File: config.mk
export PLATFORM = sky130hd
export DESIGN_NAME = mem_wb_stage
export DESIGN_NICKNAME = d
export VERILOG_FILES = /design/src/rtl/mem_wb_stage_pkg.sv /design/src/rtl/mem_wb_stage_load_align.sv /design/src/rtl/mem_wb_stage.sv
export SDC_FILE = /design/constraint.sdc
export NUM_CORES = 1
export LEC_CHECK = 0
export BUFFER_PORTS_ARGS = -buffer_cell sky130_fd_sc_hd__buf_2
export CELL_PAD_IN_SITES_DETAIL_PLACEMENT = 0
export CELL_PAD_IN_SITES_GLOBAL_PLACEMENT = 1
export CORE_UTILIZATION = 39
export CTS_CLUSTER_DIAMETER = 30
export CTS_CLUSTER_SIZE = 28
export DETAILED_ROUTE_END_ITERATION = 16
export PLACE_DENSITY_LB_ADDON = 0.1
export SYNTH_ARGS = -nofsm -noshare
export SYNTH_HDL_FRONTEND = slang
export SYNTH_HIERARCHICAL = 1
export SYNTH_SLANG_ARGS = --single-unit
File: constraint.sdc
create_clock -name clk -period 3.25 [get_ports clk]
set_clock_uncertainty 0.15 [all_clocks]
set_input_delay 0.4875 -clock clk [delete_from_list [all_inputs] [get_ports clk]]
set_output_delay 0.4875 -clock clk [all_outputs]
set_load 0.005 [all_outputs]
File: src/rtl/mem_wb_stage_pkg.sv
// Shared constants and types for the MEM/WB stage and its load alignment helper.
package mem_wb_stage_pkg;

  // Load type encodings carried from MEM into WB.
  localparam logic [2:0] LdNone = 3'd0;
  localparam logic [2:0] LdLb   = 3'd1;
  localparam logic [2:0] LdLbu  = 3'd2;
  localparam logic [2:0] LdLh   = 3'd3;
  localparam logic [2:0] LdLhu  = 3'd4;
  localparam logic [2:0] LdLw   = 3'd5;

  localparam logic Stop        = 1'b1;
  localparam logic NoStop      = 1'b0;
  localparam logic RstEnable   = 1'b1;
  localparam logic WriteEnable = 1'b1;

  localparam logic [4:0]  NopRegAddr = 5'd0;
  localparam logic [31:0] ZeroWord   = 32'd0;

  // One instruction's worth of state held in the MEM/WB register.
  typedef struct packed {
    logic        valid;
    logic        wreg;
    logic [4:0]  wd;
    logic [31:0] wdata;
    logic [2:0]  ld_type;
    logic [1:0]  addr_lo;
  } wb_entry_t;

  // Empty slot: no write, no load, not counted as retired.
  function automatic wb_entry_t bubble_entry();
    wb_entry_t e;
    e.valid   = 1'b0;
    e.wreg    = ~WriteEnable;
    e.wd      = NopRegAddr;
    e.wdata   = ZeroWord;
    e.ld_type = LdNone;
    e.addr_lo = 2'd0;
    return e;
  endfunction

endpackage

File: src/rtl/mem_wb_stage_load_align.sv
// load_align: picks the addressed byte/half/word out of a big-endian RAM word
// and sign- or zero-extends it to 32 bits. Purely combinational.
module mem_wb_stage_load_align
  import mem_wb_stage_pkg::*;
(
  input  logic [2:0]  ld_type,
  input  logic [1:0]  addr_lo,
  input  logic [31:0] word,
  output logic [31:0] result
);

  logic [7:0]  sel_byte;
  logic [15:0] sel_half;

  // Select the addressed byte and half-word; offset 0 is the most significant lane.
  always_comb begin
    sel_byte = word[31:24];
    unique case (addr_lo)
      2'd0: sel_byte = word[31:24];
      2'd1: sel_byte = word[23:16];
      2'd2: sel_byte = word[15:8];
      2'd3: sel_byte = word[7:0];
      default: sel_byte = word[31:24];
    endcase
    // Misaligned halves are trapped upstream, so only bit 1 matters here.
    sel_half = addr_lo[1] ? word[15:0] : word[31:16];
  end

  // Extend the selected lane according to the load type.
  always_comb begin
    result = word;
    case (ld_type)
      LdLb:    result = {{24{sel_byte[7]}}, sel_byte};
      LdLbu:   result = {24'd0, sel_byte};
      LdLh:    result = {{16{sel_half[15]}}, sel_half};
      LdLhu:   result = {16'd0, sel_half};
      LdLw:    result = word;
      default: result = word;
    endcase
  end

endmodule

File: src/rtl/mem_wb_stage.sv
// MEM/WB pipeline register and write-back stage: latches MEM results, honours
// stall/flush, aligns synchronous RAM load data and counts retired instructions.
module mem_wb_stage
  import mem_wb_stage_pkg::*;
#(
  parameter int unsigned CNT_W = 32
) (
  input  logic             clk,
  input  logic             rst,
  input  logic [5:0]       stall,
  input  logic             flush,
  input  logic             mem_valid,
  input  logic [4:0]       mem_wd,
  input  logic             mem_wreg,
  input  logic [31:0]      mem_wdata,
  input  logic [2:0]       mem_ld_type,
  input  logic [1:0]       mem_addr_lo,
  input  logic [31:0]      ram_rdata,
  output logic             wb_we,
  output logic [4:0]       wb_waddr,
  output logic [31:0]      wb_wdata,
  output logic [CNT_W-1:0] retired_cnt
);

  wb_entry_t        entry_q, entry_d;
  logic             hold_q, hold_d;
  logic [31:0]      hold_word_q, hold_word_d;
  logic [CNT_W-1:0] cnt_q, cnt_d;

  logic        wb_stop;
  logic        mem_stop;
  logic [31:0] load_word;
  logic [31:0] aligned;

  // Earlier stages' stall bits are of no concern to this stage.
  logic unused_stall;
  assign unused_stall = ^stall[3:0];

  assign wb_stop  = (stall[5] == Stop);
  assign mem_stop = (stall[4] == Stop) && (stall[5] == NoStop);

  // Next-state for the pipeline entry, load-data hold and retired counter.
  always_comb begin
    entry_d     = entry_q;
    hold_d      = hold_q;
    hold_word_d = hold_word_q;
    cnt_d       = cnt_q;

    if (flush || mem_stop) begin
      entry_d = bubble_entry();
    end else if (!wb_stop) begin
      entry_d.valid   = mem_valid;
      entry_d.wreg    = mem_wreg;
      entry_d.wd      = mem_wd;
      entry_d.wdata   = mem_wdata;
      entry_d.ld_type = mem_ld_type;
      entry_d.addr_lo = mem_addr_lo;
    end

    // RAM output may drift while WB is stalled, so freeze it on the first stalled edge.
    if (flush || !wb_stop) begin
      hold_d = 1'b0;
    end else if (!hold_q && (entry_q.ld_type != LdNone)) begin
      hold_d      = 1'b1;
      hold_word_d = ram_rdata;
    end

    if (entry_q.valid && !wb_stop && !flush) begin
      cnt_d = cnt_q + CNT_W'(1);
    end
  end

  // State registers with synchronous reset.
  always_ff @(posedge clk) begin
    if (rst == RstEnable) begin
      entry_q     <= bubble_entry();
      hold_q      <= 1'b0;
      hold_word_q <= ZeroWord;
      cnt_q       <= '0;
    end else begin
      entry_q     <= entry_d;
      hold_q      <= hold_d;
      hold_word_q <= hold_word_d;
      cnt_q       <= cnt_d;
    end
  end

  assign load_word = hold_q ? hold_word_q : ram_rdata;

  mem_wb_stage_load_align u_load_align (
    .ld_type (entry_q.ld_type),
    .addr_lo (entry_q.addr_lo),
    .word    (load_word),
    .result  (aligned)
  );

  // Register-file write port; repeats the same write every held cycle.
  always_comb begin
    wb_we       = (entry_q.wreg == WriteEnable) && entry_q.valid;
    wb_waddr    = entry_q.wd;
    wb_wdata    = (entry_q.ld_type != LdNone) ? aligned : entry_q.wdata;
    retired_cnt = cnt_q;
  end

endmodule

# Word level (Yosys, flattened, before mapping)

Index checks and enable logic that the tools add are counted.

Bits in registers: 109
Bits of input ports: 85
Output and inout port bits: 70
Logic and storage cells: 39

$add $sub $neg: 1
Equal/unequal tests: 7
Mux-type cells: 5
Bitwise logic cells: 2
Reduce and logical (&&, ||, !) cells: 15

Operators by type and width:

| operator                                                         | number |
|---|---|
| 32-bit one-hot mux with 4 select lines                           | 1 |
| 32-bit two-way mux                                               | 2 |
| 32-bit by 1-bit adder with 32-bit output (second input constant) | 1 |
| 8-bit one-hot mux with 4 select lines                            | 1 |
| 16-bit two-way mux                                               | 1 |
| 3-bit by 2-bit == test with 1-bit output (second input constant) | 2 |
| 1-bit logical AND                                                | 5 |
| 2-bit == test (second input constant)                            | 2 |
| 2-bit OR reduction                                               | 2 |
| 3-bit by 1-bit == test with 1-bit output (second input constant) | 1 |
| 3-bit == test (second input constant)                            | 1 |
| 1-bit logical NOT                                                | 3 |
| 3-bit nonzero test                                               | 1 |
| 2-bit by 1-bit == test with 1-bit output (second input constant) | 1 |
| 2-bit logical NOT                                                | 1 |
| 1-bit logical OR                                                 | 2 |
| 1-bit inverter                                                   | 2 |
| 2-bit AND reduction                                              | 1 |

# Longest topological paths before layout

Depth in word-level cells: 4
Gate-level depth with buffers: 8

# By module

The synthesis kept the hierarchy.

Modules (own cells, without submodules):

| module                  | times used | cells each | area an instance (um^2) | sequential area each (um^2) |
|---|---|---|---|---|
| mem_wb_stage            | 1          | 538        | 4922.2                  | 2182.1 |
| mem_wb_stage_load_align | 1          | 83         | 809.5                   | 0.0 |

# Least setup slack after synthesis

No wires, ideal clock.

Kind: flip-flop to output port
From: register hold_q
To: output port wb_wdata[16]
Arrival time: 2444 ps
Required time: 2612 ps
Path slack: 169 ps
Stages on the path, launching flop included: 9
Buffers on the path: 3
Cell sequence: dfxtp_1 clkbuf_1 clkbuf_1 mux2_2 mux4_2 nor3b_4 buf_6 a21o_1 mux2_2

Longest elaborated chain between the ends: 4
Elaborated cells on any way between the ends: 5
Classes of those cells: mux (5)

Ends and longest elaborated chain:

| what                                   | RTL line                      | text |
|---|---|---|
| start: declaration                     | mem_wb_stage.sv:26            | `logic hold_q, hold_d;` |
| start signal: assignment               | mem_wb_stage.sv:82            | `hold_q <= hold_d;` |
| 32-bit two-way mux                     | mem_wb_stage.sv:88            | `assign load_word = hold_q ? hold_word_q : ram_rdata;` |
| via load_word[7]                       | mem_wb_stage.sv:32            | `logic [31:0] load_word;` |
| 8-bit one-hot mux with 4 select lines  | mem_wb_stage_load_align.sv:18 | `unique case (addr_lo)` |
| 32-bit one-hot mux with 4 select lines | mem_wb_stage_load_align.sv:32 | `case (ld_type)` |
| via aligned[16]                        | mem_wb_stage.sv:33            | `logic [31:0] aligned;` |
| 32-bit two-way mux                     | mem_wb_stage.sv:101           | `wb_wdata = (entry_q.ld_type != LdNone) ? aligned : entry_q.wdata;` |
| end: declaration                       | mem_wb_stage.sv:21            | `output logic [31:0] wb_wdata,` |

The timed path passes the listed nets, and every way through them passes these cells.

# Worst setup path in the final report

From: register hold_q
To: output port wb_wdata[13]

The elaborated chain is that of the path after synthesis.

==> metrics.md <==
| Metric | Value |
|---|---|
| Run status | `complete, but fails checks` |
| Failing checks | `setup timing` |
| Placeable Area | `14100 um2` |
| Post-synth top flop | `dfxtp_1` |
| Max IR drop VDD | `between 0.2 and 0.25 mV` |
| Max Cap Viol | `0` |
| Synthesis warning total | `6` |
| CTS tree | `yes` |
| Drt first pass iters | `7` |
| Worst Tran Pin Value | `between 1 and 1.5 ns` |
| Syn_nets | `707` |
| Synth cell types | `between 50 and 60` |
| Clk pin slew, worst setup/hold paths | `roughly 0.080 ns` |
| CTS Buffer Depth | `2` |
| CTS Buf Count | `9` |
| Grt total ovfl | `0` |
| CP peak stage delay | `between 0.4 and 0.5 ns` |
| Largest cells by area after synthesis | `dfxtp_1 38%, mux2_2 13%, mux2i_1 7.9%` |
| First-pass GRT wire length | `~25 mm` |
| Worst path top cell family by delay | `multiplexers` |
| IO Port Bufs | `150` |
| Cell breakdown of the critical path | `buf_8, mux2_4, mux4_2, nor4b_4, a221o_1, mux2_2, buf_2` |
| Required @ worst endpoint | `roughly 2.6 ns` |
| Worst path slowest cell | `mux4_2` |
| Slew HR | `0.3216` |
| Most common cell after layout, fill and taps aside | `buf_2` |
| Power per Cell Area | `approximately 410 nW/um2` |
| Fin crit share | `1.005` |
| Gr usage total | `0.2132` |
| Initial drt markers | `456` |
| CP Buf/Inv Count | `2` |
| Initial core utilization | `0.4066` |
| Yosys reg bits | `109` |
| Setup ws final | `-0.01562 ns` |
| I/O Pins | `155` |
| Finished Core Util | `0.4913` |
| Root Driver | `clkbuf_16` |
| Overall power | `2830 uW` |
| Top cell type's share of synthesized area | `0.3807` |
| Final ANT Viol Nets | `0` |
| RD Place Congestion | `0.8564` |
| DR WL/cell | `17.07 um` |
| Share of cells above drive strength 1 | `0.3546` |
| Crit Path Max Fanout | `9` |
| Synth async-reset ratio | `0` |
| Pin count of the biggest net entering global routing | `65` |
| Crit Path Category | `flop to output pin` |
| Worst min path class | `primary input to flop` |
| Max Slew Vio Count | `0` |
| Hpwl dp | `11.57 mm` |
| Area grow syn2layout | `20.83%` |
| Max Fclk | `approximately 310 MHz` |
| Routed vias/inst | `5.354` |
| Seq/Total Area, Yosys | `0.3807` |
| Endpoints failing setup | `3` |
| Num rows | `43` |
| Via count | `5001` |
| # DRC | `0` |
| RSZ-0062 raised after global routing | `yes` |
| Cells after synthesis | `621` |
| Data arrival, critical path | `2.63 ns` |
| Post-Route WL | `approximately 16 mm` |
| Die area | `15190 um2` |
| Static leakage | `0.002989 uW` |
| Leading area contributor after synthesis | `dfxtp_1` |
| Die width | `123.2 um` |
| Sink Count | `109` |
| Die height | `123.2 um` |
| Most frequent cells in the layout | `150 x buf_2, 108 x dfxtp_1, 82 x nand2_1` |
| Hold slack | `0.2112 ns` |
| Critical path startpoint category | `flop` |
| Synthesized area per cell | `9.230 um2` |
| Worst skew pair latency | `~0.35 ns` |
| Final Hold Viols | `0` |
| Layout Nets | `about 840` |
| Post-synth EDFFs | `0` |
| Initial antenna violation count | `3` |
| Setup crit end kind | `output pin` |
| Htree depth | `3` |
| Synth Cell Area | `between 5000 and 6000 um2` |
| Vias in the first global route | `roughly 4600` |
| Final critical-path required period | `3.266 ns` |
==> layer usage <==
| metal | global-route usage | vias to the layer above | routed length [um] |
|---|---|---|---|
| li1 | - | 2445 | - |
| met1 | 0.3098 | 2348 | 7644 |
| met2 | 0.3031 | 183 | 6760 |
| met3 | 0.05443 | 21 | 1246 |
| met4 | 0.07154 | 4 | 266 |
| met5 | 0 | - | 25 |
==> worst reg2reg max path, delay by kind of cell (launching register included) <==
family	cells	cell delay (ns)
flops	1	0.43
simple gates	4	1.89
compound gates	1	0.14
==> synth_stat cells, types with 2 or more instances <==
cell type / count
o21ai_0: 7
xnor2_1: 18
and4b_1: 2
buf_4: 7
mux2i_1: 45
nor4_1: 9
mux4_2: 9
nor3_1: 7
a221o_1: 15
clkbuf_1: 30
and3_1: 2
inv_1: 8
dfxtp_1: 109
nor2b_1: 7
a21oi_1: 46
nand4_1: 8
or4_1: 3
xor2_1: 7
buf_6: 3
buf_2: 3
o31ai_1: 2
o32ai_1: 2
a21o_1: 16
or3_1: 5
mux2_2: 64
nand3_1: 6
buf_1: 3
nand2_1: 82
and2_1: 2
nor2_1: 70
==> logic make-up (layout without fill, tap and decap cells) <==
kind of cell	after synthesis	in the layout	share of synthesized area
AND/OR/NAND/NOR	219	219	0.1851
multiplexers	118	118	0.2397
flip-flops	109	109	0.3807
AO/OA/AOI/OAI	93	93	0.1059
buffers and inverters	56	188	0.04824
XOR/XNOR	25	25	0.03820
adder cells (fa/ha/maj)	1	1	0.002183
other	0	1	0
==> where the power goes <==
part           internal [uW]  switching, uW
registers               1360           16.3
clock network            544            520
logic                    200            194
==> state kept, by name, summed over array words and instances (netlist names) <==
signal,cells
hold_word_q,32
retired_cnt,32
wb_waddr,5
entry_q,39
hold_q,1
==> final timing paths <==
kind | from | cells after the start | endpoint | slack [ns]
hold / removal | mem_wdata[14] | 3 | entry_q[19] | 0.21
setup / recovery | hold_q | 7 | wb_wdata[13] | -0.02
hold reg to reg | hold_word_q[16] | 2 | hold_word_q[16] | 0.30
setup reg to reg | retired_cnt[3] | 5 | retired_cnt[31] | 0.58
==> stage by stage <==
stage | cell area [um2] | setup slack [ns] | cells | TNS [ns]
finish | 6925 | -0.01562 | 934 | -0.02225
global route | 6925 | -0.08342 | 934 | -0.9151
CTS | 6908 | -0.01710 | 932 | -0.06333
detailed placement | 6601 | 0.2304 | 917 | 0
global placement | 6601 | 0.2621 | 917 | 0
floorplan | 5732 | 0.1689 | 621 | 0
==> timing repair <==
action                     4_1_cts  5_1_grt
buffers inserted                 0        1
pin swaps                        0        0
setup endpoints to repair       31       15
hold buffers                     0        0
resized for setup                9        2
==> area by class of cell <==
class	count	area, um2
Clock inverter	4	33.78
Fill cell	1360	7171
Sequential cell	109	2186
Antenna cell	1	2.502
Multi-Input combinational cell	456	3322
Tap cell	180	225.2
Clock buffer	11	242.7
Timing Repair Buffer	165	883.3
Inverter	8	30.03
Power figures use the tool's default switching activity.
